### src/rtl/cmd_respond_pkg.sv
// Shared types and constants for the command/response engine.
package cmd_respond_pkg;

    typedef enum logic [1:0] {
        OpRead      = 2'd0,
        OpWrite     = 2'd1,
        OpBurstRead = 2'd2,
        OpRsvd      = 2'd3
    } op_e;

    localparam logic [3:0] HDR_SYNC = 4'hA;

    typedef enum logic [2:0] {
        StIdle,
        StDecode,
        StSendHdr,
        StRdIssue,
        StRdCapt,
        StSendData
    } state_e;

    // Command word layout for the default configuration; fields from MSB.
    localparam int unsigned CMD_DATA_W = 32;
    localparam int unsigned CMD_ADDR_W = 8;
    localparam int unsigned CMD_LEN_W  = 4;

    typedef struct packed {
        op_e                   op;
        logic [CMD_LEN_W-1:0]  len;
        logic [CMD_ADDR_W-1:0] addr;
        logic [CMD_DATA_W-1:0] wdata;
    } cmd_t;

    function automatic logic [7:0] make_header(input logic err, input op_e op);
        return {HDR_SYNC, 1'b0, err, op};
    endfunction

endpackage

### src/rtl/cmd_respond_engine_if.sv
// Command FIFO, register-bank and UART-transmit signals of the engine.
interface cmd_respond_engine_if #(
    parameter int unsigned DATA_W = 32,
    parameter int unsigned ADDR_W = 8,
    parameter int unsigned LEN_W  = 4
);
    localparam int unsigned CMD_W = 2 + LEN_W + ADDR_W + DATA_W;

    logic [CMD_W-1:0]  cmd_fifo_rd_data;
    logic              cmd_fifo_valid;
    logic              cmd_fifo_rd_en;
    logic [ADDR_W-1:0] reg_addr;
    logic              reg_rd_en;
    logic [DATA_W-1:0] reg_rd_data;
    logic              reg_wr_en;
    logic [DATA_W-1:0] reg_wr_data;
    logic [7:0]        tx_data;
    logic              tx_data_en;
    logic              tx_busy;
    logic              busy;
    logic [7:0]        err_cnt;

    // Engine side.
    modport master (
        input  cmd_fifo_rd_data, cmd_fifo_valid, reg_rd_data, tx_busy,
        output cmd_fifo_rd_en, reg_addr, reg_rd_en, reg_wr_en, reg_wr_data,
        output tx_data, tx_data_en, busy, err_cnt
    );

    // FIFO / register bank / UART side.
    modport slave (
        output cmd_fifo_rd_data, cmd_fifo_valid, reg_rd_data, tx_busy,
        input  cmd_fifo_rd_en, reg_addr, reg_rd_en, reg_wr_en, reg_wr_data,
        input  tx_data, tx_data_en, busy, err_cnt
    );

endinterface

### src/rtl/resp_byte_sender.sv
// Serialises up to NBYTES bytes of a word, MSB first, into uart_tx using its busy handshake.
module resp_byte_sender #(
    parameter int unsigned DATA_W = 32,
    parameter int unsigned NB_W   = 3
) (
    input  logic              clk,
    input  logic              rst_n,
    input  logic              load,
    input  logic [DATA_W-1:0] load_word,
    input  logic [NB_W-1:0]   load_nbytes,
    input  logic              tx_busy,
    output logic [7:0]        tx_data,
    output logic              tx_data_en,
    output logic              done
);

    logic [DATA_W-1:0] shreg_q, shreg_d;
    logic [NB_W-1:0]   cnt_q, cnt_d;
    logic [7:0]        tx_data_q, tx_data_d;
    logic              en_q, en_d;
    logic              guard_q, guard_d;
    logic [DATA_W-1:0] cur_word;
    logic [NB_W-1:0]   cur_cnt;
    logic              can_send;

    // Send decision; a load is visible in the same cycle so the first byte costs no extra cycle.
    always_comb begin
        cur_word  = load ? load_word : shreg_q;
        cur_cnt   = load ? load_nbytes : cnt_q;
        // en_q = strobe still pending, guard_q = UART has not raised tx_busy yet.
        can_send  = (cur_cnt != '0) && !tx_busy && !en_q && !guard_q;
        shreg_d   = cur_word;
        cnt_d     = cur_cnt;
        tx_data_d = tx_data_q;
        en_d      = can_send;
        guard_d   = en_q;
        if (can_send) begin
            tx_data_d = cur_word[DATA_W-1 -: 8];
            shreg_d   = cur_word << 8;
            cnt_d     = cur_cnt - NB_W'(1);
        end
    end

    // Byte shift register, remaining count and handshake state.
    always_ff @(posedge clk or negedge rst_n) begin
        if (!rst_n) begin
            shreg_q   <= '0;
            cnt_q     <= '0;
            tx_data_q <= '0;
            en_q      <= 1'b0;
            guard_q   <= 1'b0;
        end else begin
            shreg_q   <= shreg_d;
            cnt_q     <= cnt_d;
            tx_data_q <= tx_data_d;
            en_q      <= en_d;
            guard_q   <= guard_d;
        end
    end

    assign tx_data    = tx_data_q;
    assign tx_data_en = en_q;
    assign done       = (cnt_q == '0);

endmodule

### src/rtl/cmd_respond_engine.sv
// Pops commands, performs register read/write/burst-read and streams the response frame to uart_tx.
module cmd_respond_engine
    import cmd_respond_pkg::*;
#(
    parameter int unsigned DATA_W   = 32,
    parameter int unsigned ADDR_W   = 8,
    parameter int unsigned NUM_REGS = 256,
    parameter int unsigned LEN_W    = 4
) (
    input logic                 clk,
    input logic                 rst_n,
    cmd_respond_engine_if.master bus
);

    localparam int unsigned NBYTES = DATA_W / 8;
    localparam int unsigned NB_W   = $clog2(NBYTES + 1);
    localparam int unsigned SUM_W  = ((ADDR_W > LEN_W) ? ADDR_W : LEN_W) + 1;
    localparam int unsigned CMD_W  = 2 + LEN_W + ADDR_W + DATA_W;

    state_e            state_q, state_d;
    op_e               op_q, op_d;
    logic [LEN_W-1:0]  len_q, len_d;
    logic [ADDR_W-1:0] addr_q, addr_d;
    logic [DATA_W-1:0] wdata_q, wdata_d;
    logic              err_q, err_d;
    logic [LEN_W:0]    words_q, words_d;
    logic [7:0]        err_cnt_q, err_cnt_d;

    logic [SUM_W-1:0]  last_addr;
    logic              err_now;
    logic              pop;
    logic              snd_load;
    logic [DATA_W-1:0] snd_word;
    logic [NB_W-1:0]   snd_nbytes;
    logic              snd_done;
    logic [7:0]        tx_data;
    logic              tx_data_en;

    // Range check is done one bit wider than the address so a burst can never wrap.
    always_comb begin
        last_addr = SUM_W'(addr_q) + ((op_q == OpBurstRead) ? SUM_W'(len_q) : '0);
        err_now   = (op_q == OpRsvd) || (last_addr >= SUM_W'(NUM_REGS));
    end

    // Next-state and strobe logic.
    always_comb begin
        state_d       = state_q;
        op_d          = op_q;
        len_d         = len_q;
        addr_d        = addr_q;
        wdata_d       = wdata_q;
        err_d         = err_q;
        words_d       = words_q;
        err_cnt_d     = err_cnt_q;
        pop           = 1'b0;
        bus.reg_rd_en = 1'b0;
        bus.reg_wr_en = 1'b0;
        snd_load      = 1'b0;
        snd_word      = '0;
        snd_nbytes    = '0;
        unique case (state_q)
            StIdle: begin
                if (bus.cmd_fifo_valid) begin
                    pop     = 1'b1;
                    op_d    = op_e'(bus.cmd_fifo_rd_data[CMD_W-1 -: 2]);
                    len_d   = bus.cmd_fifo_rd_data[DATA_W+ADDR_W +: LEN_W];
                    addr_d  = bus.cmd_fifo_rd_data[DATA_W +: ADDR_W];
                    wdata_d = bus.cmd_fifo_rd_data[DATA_W-1:0];
                    state_d = StDecode;
                end
            end
            StDecode: begin
                err_d   = err_now;
                words_d = (op_q == OpBurstRead) ? ({1'b0, len_q} + (LEN_W+1)'(1))
                                                : (LEN_W+1)'(1);
                bus.reg_wr_en = !err_now && (op_q == OpWrite);
                if (err_now && (err_cnt_q != 8'hFF)) begin
                    err_cnt_d = err_cnt_q + 8'd1;
                end
                // Header is armed here so it leaves on the SEND_HDR cycle.
                snd_load   = 1'b1;
                snd_word   = DATA_W'(make_header(err_now, op_q)) << (DATA_W - 8);
                snd_nbytes = NB_W'(1);
                state_d    = StSendHdr;
            end
            StSendHdr: begin
                if (snd_done) begin
                    state_d = (!err_q && (op_q == OpRead || op_q == OpBurstRead)) ? StRdIssue
                                                                                    : StIdle;
                end
            end
            StRdIssue: begin
                bus.reg_rd_en = 1'b1;
                state_d       = StRdCapt;
            end
            StRdCapt: begin
                snd_load   = 1'b1;
                snd_word   = bus.reg_rd_data;
                snd_nbytes = NB_W'(NBYTES);
                state_d    = StSendData;
            end
            StSendData: begin
                if (snd_done) begin
                    words_d = words_q - (LEN_W+1)'(1);
                    addr_d  = addr_q + ADDR_W'(1);
                    state_d = (words_q > (LEN_W+1)'(1)) ? StRdIssue : StIdle;
                end
            end
            default: state_d = StIdle;
        endcase
    end

    // FSM state and latched command.
    always_ff @(posedge clk or negedge rst_n) begin
        if (!rst_n) begin
            state_q   <= StIdle;
            op_q      <= OpRead;
            len_q     <= '0;
            addr_q    <= '0;
            wdata_q   <= '0;
            err_q     <= 1'b0;
            words_q   <= '0;
            err_cnt_q <= '0;
        end else begin
            state_q   <= state_d;
            op_q      <= op_d;
            len_q     <= len_d;
            addr_q    <= addr_d;
            wdata_q   <= wdata_d;
            err_q     <= err_d;
            words_q   <= words_d;
            err_cnt_q <= err_cnt_d;
        end
    end

    resp_byte_sender #(
        .DATA_W (DATA_W),
        .NB_W   (NB_W)
    ) u_sender (
        .clk         (clk),
        .rst_n       (rst_n),
        .load        (snd_load),
        .load_word   (snd_word),
        .load_nbytes (snd_nbytes),
        .tx_busy     (bus.tx_busy),
        .tx_data     (tx_data),
        .tx_data_en  (tx_data_en),
        .done        (snd_done)
    );

    // Pop is combinational from the FIFO head; keep it quiet while reset is held.
    assign bus.cmd_fifo_rd_en = pop && rst_n;
    assign bus.reg_addr       = addr_q;
    assign bus.reg_wr_data    = wdata_q;
    assign bus.tx_data        = tx_data;
    assign bus.tx_data_en     = tx_data_en;
    assign bus.busy           = (state_q != StIdle);
    assign bus.err_cnt        = err_cnt_q;

endmodule
### src/flat_wrapper.sv
// flat-port wrapper written by rule: the top's interface ports become plain ports
module cmd_respond_engine_flat import cmd_respond_pkg::*;
#(
    parameter int unsigned DATA_W   = 32,
    parameter int unsigned ADDR_W   = 8,
    parameter int unsigned NUM_REGS = 256,
    parameter int unsigned LEN_W    = 4
)
  (clk, rst_n, bus_cmd_fifo_rd_data, bus_cmd_fifo_valid, bus_reg_rd_data, bus_tx_busy, bus_cmd_fifo_rd_en, bus_reg_addr, bus_reg_rd_en, bus_reg_wr_en, bus_reg_wr_data, bus_tx_data, bus_tx_data_en, bus_busy, bus_err_cnt);
  cmd_respond_engine_if #(.DATA_W(DATA_W), .ADDR_W(ADDR_W), .LEN_W(LEN_W)) bus_i ();
  input logic clk;
  input logic rst_n;
  input wire logic [$bits(bus_i.cmd_fifo_rd_data)-1:0] bus_cmd_fifo_rd_data;
  input wire logic [$bits(bus_i.cmd_fifo_valid)-1:0] bus_cmd_fifo_valid;
  input wire logic [$bits(bus_i.reg_rd_data)-1:0] bus_reg_rd_data;
  input wire logic [$bits(bus_i.tx_busy)-1:0] bus_tx_busy;
  output wire logic [$bits(bus_i.cmd_fifo_rd_en)-1:0] bus_cmd_fifo_rd_en;
  output wire logic [$bits(bus_i.reg_addr)-1:0] bus_reg_addr;
  output wire logic [$bits(bus_i.reg_rd_en)-1:0] bus_reg_rd_en;
  output wire logic [$bits(bus_i.reg_wr_en)-1:0] bus_reg_wr_en;
  output wire logic [$bits(bus_i.reg_wr_data)-1:0] bus_reg_wr_data;
  output wire logic [$bits(bus_i.tx_data)-1:0] bus_tx_data;
  output wire logic [$bits(bus_i.tx_data_en)-1:0] bus_tx_data_en;
  output wire logic [$bits(bus_i.busy)-1:0] bus_busy;
  output wire logic [$bits(bus_i.err_cnt)-1:0] bus_err_cnt;
  assign bus_i.cmd_fifo_rd_data = bus_cmd_fifo_rd_data;
  assign bus_i.cmd_fifo_valid = bus_cmd_fifo_valid;
  assign bus_i.reg_rd_data = bus_reg_rd_data;
  assign bus_i.tx_busy = bus_tx_busy;
  assign bus_cmd_fifo_rd_en = bus_i.cmd_fifo_rd_en;
  assign bus_reg_addr = bus_i.reg_addr;
  assign bus_reg_rd_en = bus_i.reg_rd_en;
  assign bus_reg_wr_en = bus_i.reg_wr_en;
  assign bus_reg_wr_data = bus_i.reg_wr_data;
  assign bus_tx_data = bus_i.tx_data;
  assign bus_tx_data_en = bus_i.tx_data_en;
  assign bus_busy = bus_i.busy;
  assign bus_err_cnt = bus_i.err_cnt;
  cmd_respond_engine #(.DATA_W(DATA_W), .ADDR_W(ADDR_W), .NUM_REGS(NUM_REGS), .LEN_W(LEN_W)) u_core (.clk(clk), .rst_n(rst_n), .bus(bus_i));
endmodule
### config.mk
export PLATFORM = sky130hd
export DESIGN_NAME = cmd_respond_engine_flat
export DESIGN_NICKNAME = d
export VERILOG_FILES = /design/src/rtl/cmd_respond_pkg.sv /design/src/rtl/cmd_respond_engine_if.sv /design/src/rtl/resp_byte_sender.sv /design/src/rtl/cmd_respond_engine.sv /design/src/flat_wrapper.sv
export SDC_FILE = /design/constraint.sdc
export NUM_CORES = 1
export LEC_CHECK = 0
export ABC_AREA = 1
export CORE_MARGIN = 2
export CORE_UTILIZATION = 52
export DETAILED_ROUTE_END_ITERATION = 8
export HOLD_SLACK_MARGIN = 0.03
export PLACE_DENSITY = 0.87
export SYNTH_ARGS = -nofsm -noshare
export SYNTH_HDL_FRONTEND = slang
export SYNTH_SLANG_ARGS = --single-unit
### constraint.sdc
create_clock -name clk -period 5.1 [get_ports clk]
set_input_delay 1.02 -clock clk [delete_from_list [all_inputs] [get_ports clk]]
set_output_delay 1.02 -clock clk [all_outputs]
set_load 0.01 [all_outputs]
# == Word level (Yosys, flattened, before mapping) ==
# Index checks and enable logic that the tools add are counted.
# classes
n_eq_ne,12
n_addsub,6
mux,24
n_reduce_logical,27
magnitude_cmp,2
# ops
operator,count
$mux 32,2
$pmux 32 s2,1
$pmux 3 s6,1
$add 8x1->8 const B,2
$mux 8,2
$pmux 8 s2,1
$mux 3,5
$mux 5,2
$pmux 5 s2,1
$add 8x9->9,1
$ge 9x9->1 const B,1
$ne 8x8->1 const B,1
$logic_and 1x1->1,7
$eq 3x2->1 const B,2
$eq 3x3->1 const B,2
$logic_not 3->1,2
$pmux 3 s2,1
$reduce_and 2->1,3
$reduce_and 3->1,2
$reduce_bool 3->1,2
$add 4x1->5 const B,1
$gt 5x1->1 const B,1
$logic_not 1->1,5
$mux 1,5
other kinds (13),18
# totals
output_inout_bits,61
wordCells,84
ff_bits,108
input_bits,82

# == Longest topological paths before layout ==
# Gate-level depths: netlist of run 1.
# depth
word_depth,9
depth_mapped,16
ltp_nobuf,16

# == Hierarchy ==
# A second synthesis of run 1 with hierarchy kept.
# unflattened
hier_cells,697
hier_area_um2,5689.2
# by_module_without_submodules
mod,instances,area_per_inst_um2,cells_each,seq_area_each_um2
cmd_respond_engine,1,3450.8,392,1576.5
resp_byte_sender,1,2238.4,305,1126.1

# == Least setup slack after synthesis of run 1 ==
# Ideal clock, no wire load.
# synth_timing
kind,input -> output
start,in bus_cmd_fifo_valid
end,out bus_cmd_fifo_rd_en
slack_ps,2341
n_path_buf,1
stages,5
t_required_ps,4080
t_arrival_ps,1739
cell_sequence,inv_1 > nor2_4 > inv_2 > clkbuf_1 > nor2_1
# synth_via
elab_chain_len,3
# synth_lines
item,line_no,rtl
start: declaration,flat_wrapper.sv:14,input wire logic [$bits(bus_i.cmd_fifo_valid)-1:0] bus_cmd_fifo_valid;
$mux 1,cmd_respond_engine.sv:63,if (bus.cmd_fifo_valid) begin
$mux 1,cmd_respond_engine.sv:61,unique case (state_q)
$logic_and 1x1->1,cmd_respond_engine.sv:152,assign bus.cmd_fifo_rd_en = pop && rst_n;
end: declaration,flat_wrapper.sv:17,output wire logic [$bits(bus_i.cmd_fifo_rd_en)-1:0] bus_cmd_fifo_rd_en;
# Every way passes these cells.

# == Final worst setup path of run 1 ==
# layout_timing
start,reg u_core.op_q[1]
end,out bus_reg_wr_en
# layout_via
elab_chain_len,8
word_cells_on_any_way,10
classes_between,add/sub: 1; order compare: 1; eq/ne: 3; mux: 2; reduce/logical: 3
# layout_lines
item,line_no,rtl
start: declaration,cmd_respond_engine.sv:21,"op_e op_q, op_d;"
start signal: assignment,cmd_respond_engine.sv:117,op_q <= OpRead;
start signal: assignment,cmd_respond_engine.sv:126,op_q <= op_d;
$eq 2x2->1,cmd_respond_engine.sv:41,last_addr = SUM_W'(addr_q) + ((op_q == OpBurstRead) ? SUM_W'(len_q) : '0);
$mux 4,cmd_respond_engine.sv:41,
$add 8x9->9,cmd_respond_engine.sv:41,
$ge 9x9->1,cmd_respond_engine.sv:42,err_now = (op_q == OpRsvd) || (last_addr >= SUM_W'(NUM_REGS));
$logic_or 1x1->1,cmd_respond_engine.sv:42,
$logic_not 1->1,cmd_respond_engine.sv:76,bus.reg_wr_en = !err_now && (op_q == OpWrite);
$logic_and 1x1->1 *,cmd_respond_engine.sv:76,
$mux 1 *,cmd_respond_engine.sv:61,
end: declaration,flat_wrapper.sv:20,output wire logic [$bits(bus_i.reg_wr_en)-1:0] bus_reg_wr_en;
# Every way passes the cells marked *; elsewhere a longest branch is shown, timed or not.

==> results of run 1 <==
final cells by class:
cell class | count | area share (%)
Clock buffer | 12 | 2.269
Clock inverter | 2 | 0.5123
Inverter | 59 | 3.348
Multi-Input combinational cell | 421 | 30.74
Sequential cell | 108 | 39.52
Tap cell | 133 | 2.433
Timing Repair Buffer | 146 | 21.19
sequential cells by signal (all words and copies together), names as in the netlist, 4 cells and up:
| register | cells |
|---|---|
| u_core.bus.reg_wr_data | 32 |
| u_core.u_sender.shreg_q | 32 |
| u_core.bus.err_cnt | 8 |
| u_core.bus.reg_addr | 8 |
| u_core.u_sender.tx_data | 8 |
| u_core.words_q | 5 |
| u_core.len_q | 4 |
path summary, 6_finish.rpt:
check                                                          start                                    to  slack (ns)  cells after the start
worst max-delay path                      u_core.op_q[1]$_DFFE_PN0P_                         bus_reg_wr_en        1.37                     13
worst min-delay path            u_core.u_sender.tx_data_en$_DFF_PN0_     u_core.u_sender.guard_q$_DFF_PN0_        0.48                      0
worst max register to register         u_core.state_q[0]$_DFFE_PN0P_    u_core.u_sender.cnt_q[1]$_DFF_PN0_        2.06                     13
worst min register to register  u_core.u_sender.tx_data_en$_DFF_PN0_     u_core.u_sender.guard_q$_DFF_PN0_        0.48                      0
max in group asynchronous                                      rst_n  u_core.u_sender.shreg_q[0]$_DFF_PN0_        3.24                      2
min in group asynchronous                                      rst_n    u_core.bus.reg_addr[2]$_DFFE_PN0P_        0.56                      1
worst reg2reg max path, delay by kind of cell (launching register included):
family / cells / cell delay [ns]
buf+inv: 4 / 1.04
fa+ha+maj: 2 / 0.43
flops: 1 / 0.52
compound gates: 1 / 0.09
simple gates: 6 / 0.84
cell usage in the layout, fill, tap and decap left out, types with 2 or more instances in the layout:
cell / Yosys / final
sky130_fd_sc_hd__a21oi_1: 13 / 13
sky130_fd_sc_hd__a22o_1: 22 / 22
sky130_fd_sc_hd__a31oi_1: 5 / 5
sky130_fd_sc_hd__buf_4: 2 / 5
sky130_fd_sc_hd__clkbuf_8: 0 / 11
sky130_fd_sc_hd__clkdlybuf4s50_1: 0 / 141
sky130_fd_sc_hd__dfrtp_1: 108 / 108
sky130_fd_sc_hd__ha_1: 10 / 10
sky130_fd_sc_hd__inv_1: 48 / 48
sky130_fd_sc_hd__inv_2: 9 / 9
sky130_fd_sc_hd__nand2_1: 228 / 228
sky130_fd_sc_hd__nand2_2: 2 / 2
sky130_fd_sc_hd__nand2_4: 2 / 2
sky130_fd_sc_hd__nand3_1: 28 / 28
sky130_fd_sc_hd__nand3_2: 2 / 2
sky130_fd_sc_hd__nand4_1: 2 / 2
sky130_fd_sc_hd__nor2_1: 27 / 27
sky130_fd_sc_hd__nor2_4: 4 / 4
sky130_fd_sc_hd__nor3_1: 4 / 4
sky130_fd_sc_hd__o211ai_1: 2 / 2
sky130_fd_sc_hd__o21ai_0: 23 / 23
sky130_fd_sc_hd__o21ai_1: 22 / 22
sky130_fd_sc_hd__o22ai_1: 6 / 6
sky130_fd_sc_hd__xnor2_1: 3 / 3
sky130_fd_sc_hd__xor2_1: 7 / 7
kinds of logic after synthesis:
family / after synthesis / synth area share, %
multiplexers: 1 / 0.1944
AND/OR/NAND/NOR: 304 / 24.85
buffers and inverters: 82 / 6.875
adder cells (fa/ha/maj): 10 / 2.430
flip-flops: 108 / 52.48
AO/OA/AOI/OAI: 96 / 11.47
XOR/XNOR: 10 / 1.701
Yosys cell counts, drive strengths merged:
master / count / area (sq um)
nand2: 232 / 890.9
dfrtp: 108 / 2703
inv: 58 / 220.2
o21ai: 46 / 234.0
nor2: 32 / 152.7
nand3: 31 / 177.7
a22o: 22 / 192.7
a21oi: 13 / 65.06
buf: 12 / 83.82
clkbuf: 11 / 41.29
ha: 10 / 125.1
xor2: 7 / 61.31
o22ai: 6 / 37.54
a31oi: 5 / 31.28
nor3: 4 / 20.02
xnor2: 3 / 26.28
nand4: 2 / 12.51
o211ai: 2 / 15.01
a211oi: 1 / 7.510
clkinv: 1 / 8.760
mux2i: 1 / 10.01
nand3b: 1 / 7.510
nor4: 1 / 12.51
o21a: 1 / 7.510
or2: 1 / 6.260
layer usage:
| layer | vias to the layer above | track usage, % | part of all wire [%] |
|---|---|---|---|
| met5 | - | 0 | 0 |
| met2 | 172 | 39.78 | 50 |
| met3 | 21 | 4.468 | 6.3 |
| met4 | 0 | 8.784 | 2.0 |
| li1 | 2223 | - | - |
| met1 | 2107 | 30.86 | 41 |
metrics by stage:
stage,worst slack [ns],area [sq um],total power (uW)
3_3_place_gp,1.451,6649,3199
3_5_place_dp,1.447,6649,3293
6_report,1.373,6839,3804
5_1_grt,1.173,6839,4106
4_1_cts,1.374,6839,3820
2_1_floorplan,2.341,5150,2547
power breakdown:
part	leakage, uW	internal (uW)	switching [uW]	total, uW
combinational	0.00181	818	1020	1840
clock	0.0000983	248	269	518
sequential	0.00138	1210	234	1440
==> impl_results.md, run 1 <==
- Outcome: finished, final reports clean
- Post-synthesis sequential element count: 108
- Worst-path maximum fanout: 5
- Count of cells resized by post-cts repair: 0
- Count of endpoints failing setup in the final report: 0
- Multi-input gate area in the final layout: 0.002102 sq mm
- WL/cell: roughly 14 um
- Register area share after synthesis: approximately 52%
- Transition time at the pin with the least slew margin: 0.9790 ns
- Buffers from clock root to sink, at most: 2
- Number of nets in the final layout: around 840
- Diodes inserted: 0
- CTS clock-pin slew for the worst setup and hold paths: roughly 0.09 ns
- Via count of the first global-routing pass: approximately 4400
- Pins Over Slew Limit: 0
- Final hold vios: 0
- Pwr per Cell Area: approximately 560 mW/mm^2
- Number of instances in the placed design: a little under 900
- Cts-stage hold buffer count: 0
- Number of antenna violations at the first check in global routing: 0
- Clock root buffer: sky130_fd_sc_hd__clkbuf_8
- Critical setup path kind: reg -> out
- Filler instances: ~760
- Number of library cell types mapped by synthesis: 37
- Maximum Capacitance Violations: 0
- DIE AREA: approximately 0.011 sq mm
- TritonCTS sink count: 108
- Core box area: approximately 0.0097 sq mm
- Max rail drop VDD: about 0.00030 V
- Vias per cell: between 5 and 6
- Storage cell area: roughly 0.0027 sq mm
- Chip Width: between 100 and 150 um
- Combined global-route utilization of all metal layers: around a quarter
- Worst path bufs/invs: 4
- Post-Syn Nets: 703
- Yosys warnings: 0
- Clock buffer count from CTS: 9
- Antenna-violating nets left: 0
- Final core occ: 70.62%
- Highest cell delay on the worst timing path: slightly below 0.6 ns
- Syn Area/Cell: 8.429 sq um
- Setup crit start kind: flop
- Cell with the largest stage delay on the worst path: sky130_fd_sc_hd__clkdlybuf4s50_1
- CP Capture Type: output port
- Number of ports placed on the die boundary: ~140
- Final standard cell count with taps included and fillers excluded: between 800 and 900
- PortBufs: 142
- Count of standard-cell rows: 36
- Crit path arrival time: 2.71 ns
- Setup repair after global routing missed its margin: no
- Routability Congestion: between 0.8 and 0.9
- Setup Buffers After CTS: 0
- DRC violations left: 0
- Clock tree from TritonCTS: built
- Initial core utilization: 53.18%
- Kind of path behind the tightest hold check: reg -> reg
- Tmin final: between 3 and 4 ns
- Top cell by count, worst path: sky130_fd_sc_hd__nand2_1
- Placed wire-length estimate: 8.758 mm
- Gate count after technology mapping: 611
- GRT Residual Overflow: 0
- Final Routed Wirelength: 12.20 mm
- Via total after detailed routing: around 4500
- Worst slew margin relative to its limit: between 30% and 40%
- Max Clock Skew: around 0.0057 ns
- Clock latency on the worst-skew pair: around 0.36 ns
- Upper clock frequency limit: 268.3 MHz
- Portion of the clock cycle consumed by the worst path in the final layout: 73.08%
- Setup total negative slack: 0 ns
- Global-route wire length before repair: around 21 mm
- Pre-antenna DRT Iters: 4
- Violation count after the first detailed-route iteration: roughly 270
- Share of final-layout standard cells stronger than drive strength 1: approximately 6%
- Family with the most delay on the worst path: buffers and inverters
- Required time at the endpoint of the critical path: 4.08 ns
- Static Leakage: about 0.0033 uW
- Number of H-tree levels: 3
- Netlist Area Pre-Place: approximately 0.0051 sq mm
- List of cells traversed by the critical path: inv_1 > nor2_2 > inv_1 > nor2_1 > ha_1 > nand2_1 > inv_1 > nand3_1 > nand2_1 > nand2_1 > nand2_1 > a211oi_1 > clkdlybuf4s50_1
- Largest net degree at the start of global routing: 82
- Hold slack final: between 0.4 and 0.5 ns
- Area grow syn2layout: 32.80%
- Vertical die dimension: roughly 100 um
Note: power is estimated with default switching activity, not from simulation.
==> inputs of run 2 (changes only) <==
--- a/config.mk
+++ b/config.mk
@@ -7,10 +7,10 @@
 export LEC_CHECK = 0
 export ABC_AREA = 1
 export CORE_MARGIN = 2
-export CORE_UTILIZATION = 52
+export CORE_UTILIZATION = 48
 export DETAILED_ROUTE_END_ITERATION = 8
 export HOLD_SLACK_MARGIN = 0.03
-export PLACE_DENSITY = 0.87
+export PLACE_DENSITY = 0.81
 export SYNTH_ARGS = -nofsm -noshare
 export SYNTH_HDL_FRONTEND = slang
 export SYNTH_SLANG_ARGS = --single-unit
==> constraint.sdc (replaced) <==
create_clock -name clk -period 3.8 [get_ports clk]
set_input_delay 0.76 -clock clk [delete_from_list [all_inputs] [get_ports clk]]
set_output_delay 0.76 -clock clk [all_outputs]
set_load 0.01 [all_outputs]
==> run 2 against run 1 <==
  * Core utilization down 4.5 points
  * Count of clock-buffer cells in the layout fell by 2
  * First-iteration DRC count is 6.7% higher
  * Combinational power is 35% higher
  * Sequential power increased by 35%
  * Design area up 0.33%
  * Critical path depth is the same
  * Sequential cell count did not move
  * Via count is 1.6% lower
  * Global-route usage shrank 1.1 points
  * Hold slack got worse by 0.23 ns
  * Highest routed layer unchanged
==> impl_results.md, run 2 (synthesis gave the netlist of run 1 again) <==
- Outcome: finished, final reports clean
- Tot Pwr: just over 5000 uW
- Clock tree from TritonCTS: built
- Clock buffer count from CTS: 9
- CP Capture Type: output port
- Combined global-route utilization of all metal layers: 22.57%
- Setup crit start kind: flop
- Pre-antenna DRT Iters: 5
- Final hold vios: 0
- WL/cell: ~14 um
- Static Leakage: between 0.003 and 0.004 uW
- Area grow syn2layout: 33.24%
- Most frequent standard cell in the layout excluding fill and tap cells: sky130_fd_sc_hd__nand2_1
- Max Clock Skew: roughly 0.010 ns
- Max rail drop VDD: around 0.00038 V
- Crit path arrival time: about 2.6 ns
- Multi-input gate area in the final layout: roughly 0.0021 sq mm
- Via count of the first global-routing pass: roughly 4400
- Initial core utilization: about half
- Setup Buffers After CTS: 0
- CTS clock-pin slew for the worst setup and hold paths: between 0.1 and 0.15 ns
- Share of final-layout standard cells stronger than drive strength 1: 6.267%
- Antenna-violating nets left: 0
- Routability Congestion: ~0.85
- Core box area: around 0.010 sq mm
- Worst slew margin relative to its limit: a little over a quarter
- Setup repair after global routing missed its margin: no
- Pwr per Cell Area: around 750 mW/mm^2
- Hold slack final: ~0.25 ns
- Minimum setup slack among reg-to-reg paths: approximately 0.9 ns
- Upper clock frequency limit: roughly 300 MHz
- Required time at the endpoint of the critical path: 3.04 ns
- Top library cells by usage in the layout, fill and taps aside: sky130_fd_sc_hd__nand2_1 (228), sky130_fd_sc_hd__clkdlybuf4s50_1 (141), sky130_fd_sc_hd__dfrtp_1 (108), sky130_fd_sc_hd__inv_1 (48), sky130_fd_sc_hd__nand3_1 (28)
- Largest net degree at the start of global routing: 90
- Tmin final: 3.396 ns
- Number of ports placed on the die boundary: approximately 140
- Vias per cell: 5.023
- Setup total negative slack: 0 ns
- Number of nets in the final layout: 837
- Final Routed Wirelength: ~13 mm
- Count of cells resized by post-cts repair: 0
- Buffers from clock root to sink, at most: 2
- Transition time at the pin with the least slew margin: about 1.1 ns
- Cell area reported after detailed placement: roughly 0.0067 sq mm
- Storage cell area: 0.002703 sq mm
- DRC violations left: 0
- Destination of the worst register-to-register timing path: u_core.u_sender.shreg_q[23]$_DFF_PN0_
- TritonCTS sink count: 108
- Cts-stage hold buffer count: 0
- Via total after detailed routing: between 4000 and 5000
- Placed wire-length estimate: 8.888 mm
- Worst-path maximum fanout: 5
- Vertical die dimension: around 110 um
- GRT Residual Overflow: 0
- Critical setup path kind: reg -> out
- Kind of path behind the tightest hold check: in -> async
- Beginning of the critical path: u_core.op_q[1]$_DFFE_PN0P_
- Pins Over Slew Limit: 0
- Filler instances: 873
- Design area: about 0.007 sq mm
- PortBufs: between 100 and 150
- Portion of the clock cycle consumed by the worst path in the final layout: 89.36%
- Diodes inserted: 0
- Clock root buffer: sky130_fd_sc_hd__clkbuf_8
- Violation count after the first detailed-route iteration: around 290
- Clock latency on the worst-skew pair: 0.38 ns
- Maximum Capacitance Violations: 0
- Global-route wire length before repair: between 20 and 25 mm
- Count of standard-cell rows: 37
- Number of antenna violations at the first check in global routing: 0
- Chip Width: about 110 um
- Cell count of the worst reg-to-reg path: 12
- Number of H-tree levels: 3
- Count of endpoints failing setup in the final report: 0
- Worst flop-to-flop path startpoint: u_core.state_q[0]$_DFFE_PN0P_
- DIE AREA: between 0.01 and 0.015 sq mm
==> run 2: report_power, final <==
| group | switching [uW] | internal (uW) |
|---|---|---|
| sequential | 313 | 1620 |
| clock | 401 | 327 |
| combinational | 1380 | 1100 |
==> run 2: worst max-delay path by stage <==
stage / end / slack [ns]
floorplan: u_core.u_sender.shreg_q[15]$_DFF_PN0_ / 1.32
global route: bus_reg_wr_en / 0.12
detailed placement: bus_cmd_fifo_rd_en / 0.65
finish: bus_reg_wr_en / 0.40
global placement: bus_cmd_fifo_rd_en / 0.68
CTS: bus_reg_wr_en / 0.39
==> run 2: critical path: stages, from the launching register on <==
cell,delay (ns)
sky130_fd_sc_hd__dfrtp_1,0.38
sky130_fd_sc_hd__inv_1,0.09
sky130_fd_sc_hd__nor2_2,0.17
sky130_fd_sc_hd__inv_1,0.10
sky130_fd_sc_hd__nor2_1,0.12
sky130_fd_sc_hd__ha_1,0.24
sky130_fd_sc_hd__nand2_1,0.06
sky130_fd_sc_hd__inv_1,0.04
sky130_fd_sc_hd__nand3_1,0.07
sky130_fd_sc_hd__nand2_1,0.05
sky130_fd_sc_hd__nand2_1,0.05
sky130_fd_sc_hd__nand2_1,0.06
sky130_fd_sc_hd__a211oi_1,0.23
sky130_fd_sc_hd__clkdlybuf4s50_1,0.60
==> run 2: area by class of cell <==
cell class | instances | share of cell area, %
flip-flops and latches | 108 | 39.39
inverters | 59 | 3.337
repair buffers | 146 | 21.12
clock buffers | 10 | 2.006
multi-input cells | 421 | 30.63
clock inverters | 6 | 1.039
well taps | 136 | 2.480
==> run 2: layer usage <==
metal / global-route usage, % / vias to the layer above / wire length (um)
met3: 3.329 / 21 / 590
met4: 9.249 / 0 / 305
met5: 0 / - / 0
met1: 29.65 / 2072 / 5487
li1: - / 2221 / -
met2: 37.51 / 136 / 6150
==> run 2: through the flow <==
| stage | setup WS (ns) | util [%] | instances |
|---|---|---|---|
| after floorplan | 1.318 | - | 611 |
| after global placement | 0.6846 | 64.15 | 870 |
| after detailed placement | 0.6545 | 64.15 | 870 |
| after CTS | 0.3938 | 66.17 | 886 |
| after global routing | 0.1218 | 66.17 | 886 |
| final | 0.4041 | 66.17 | 886 |
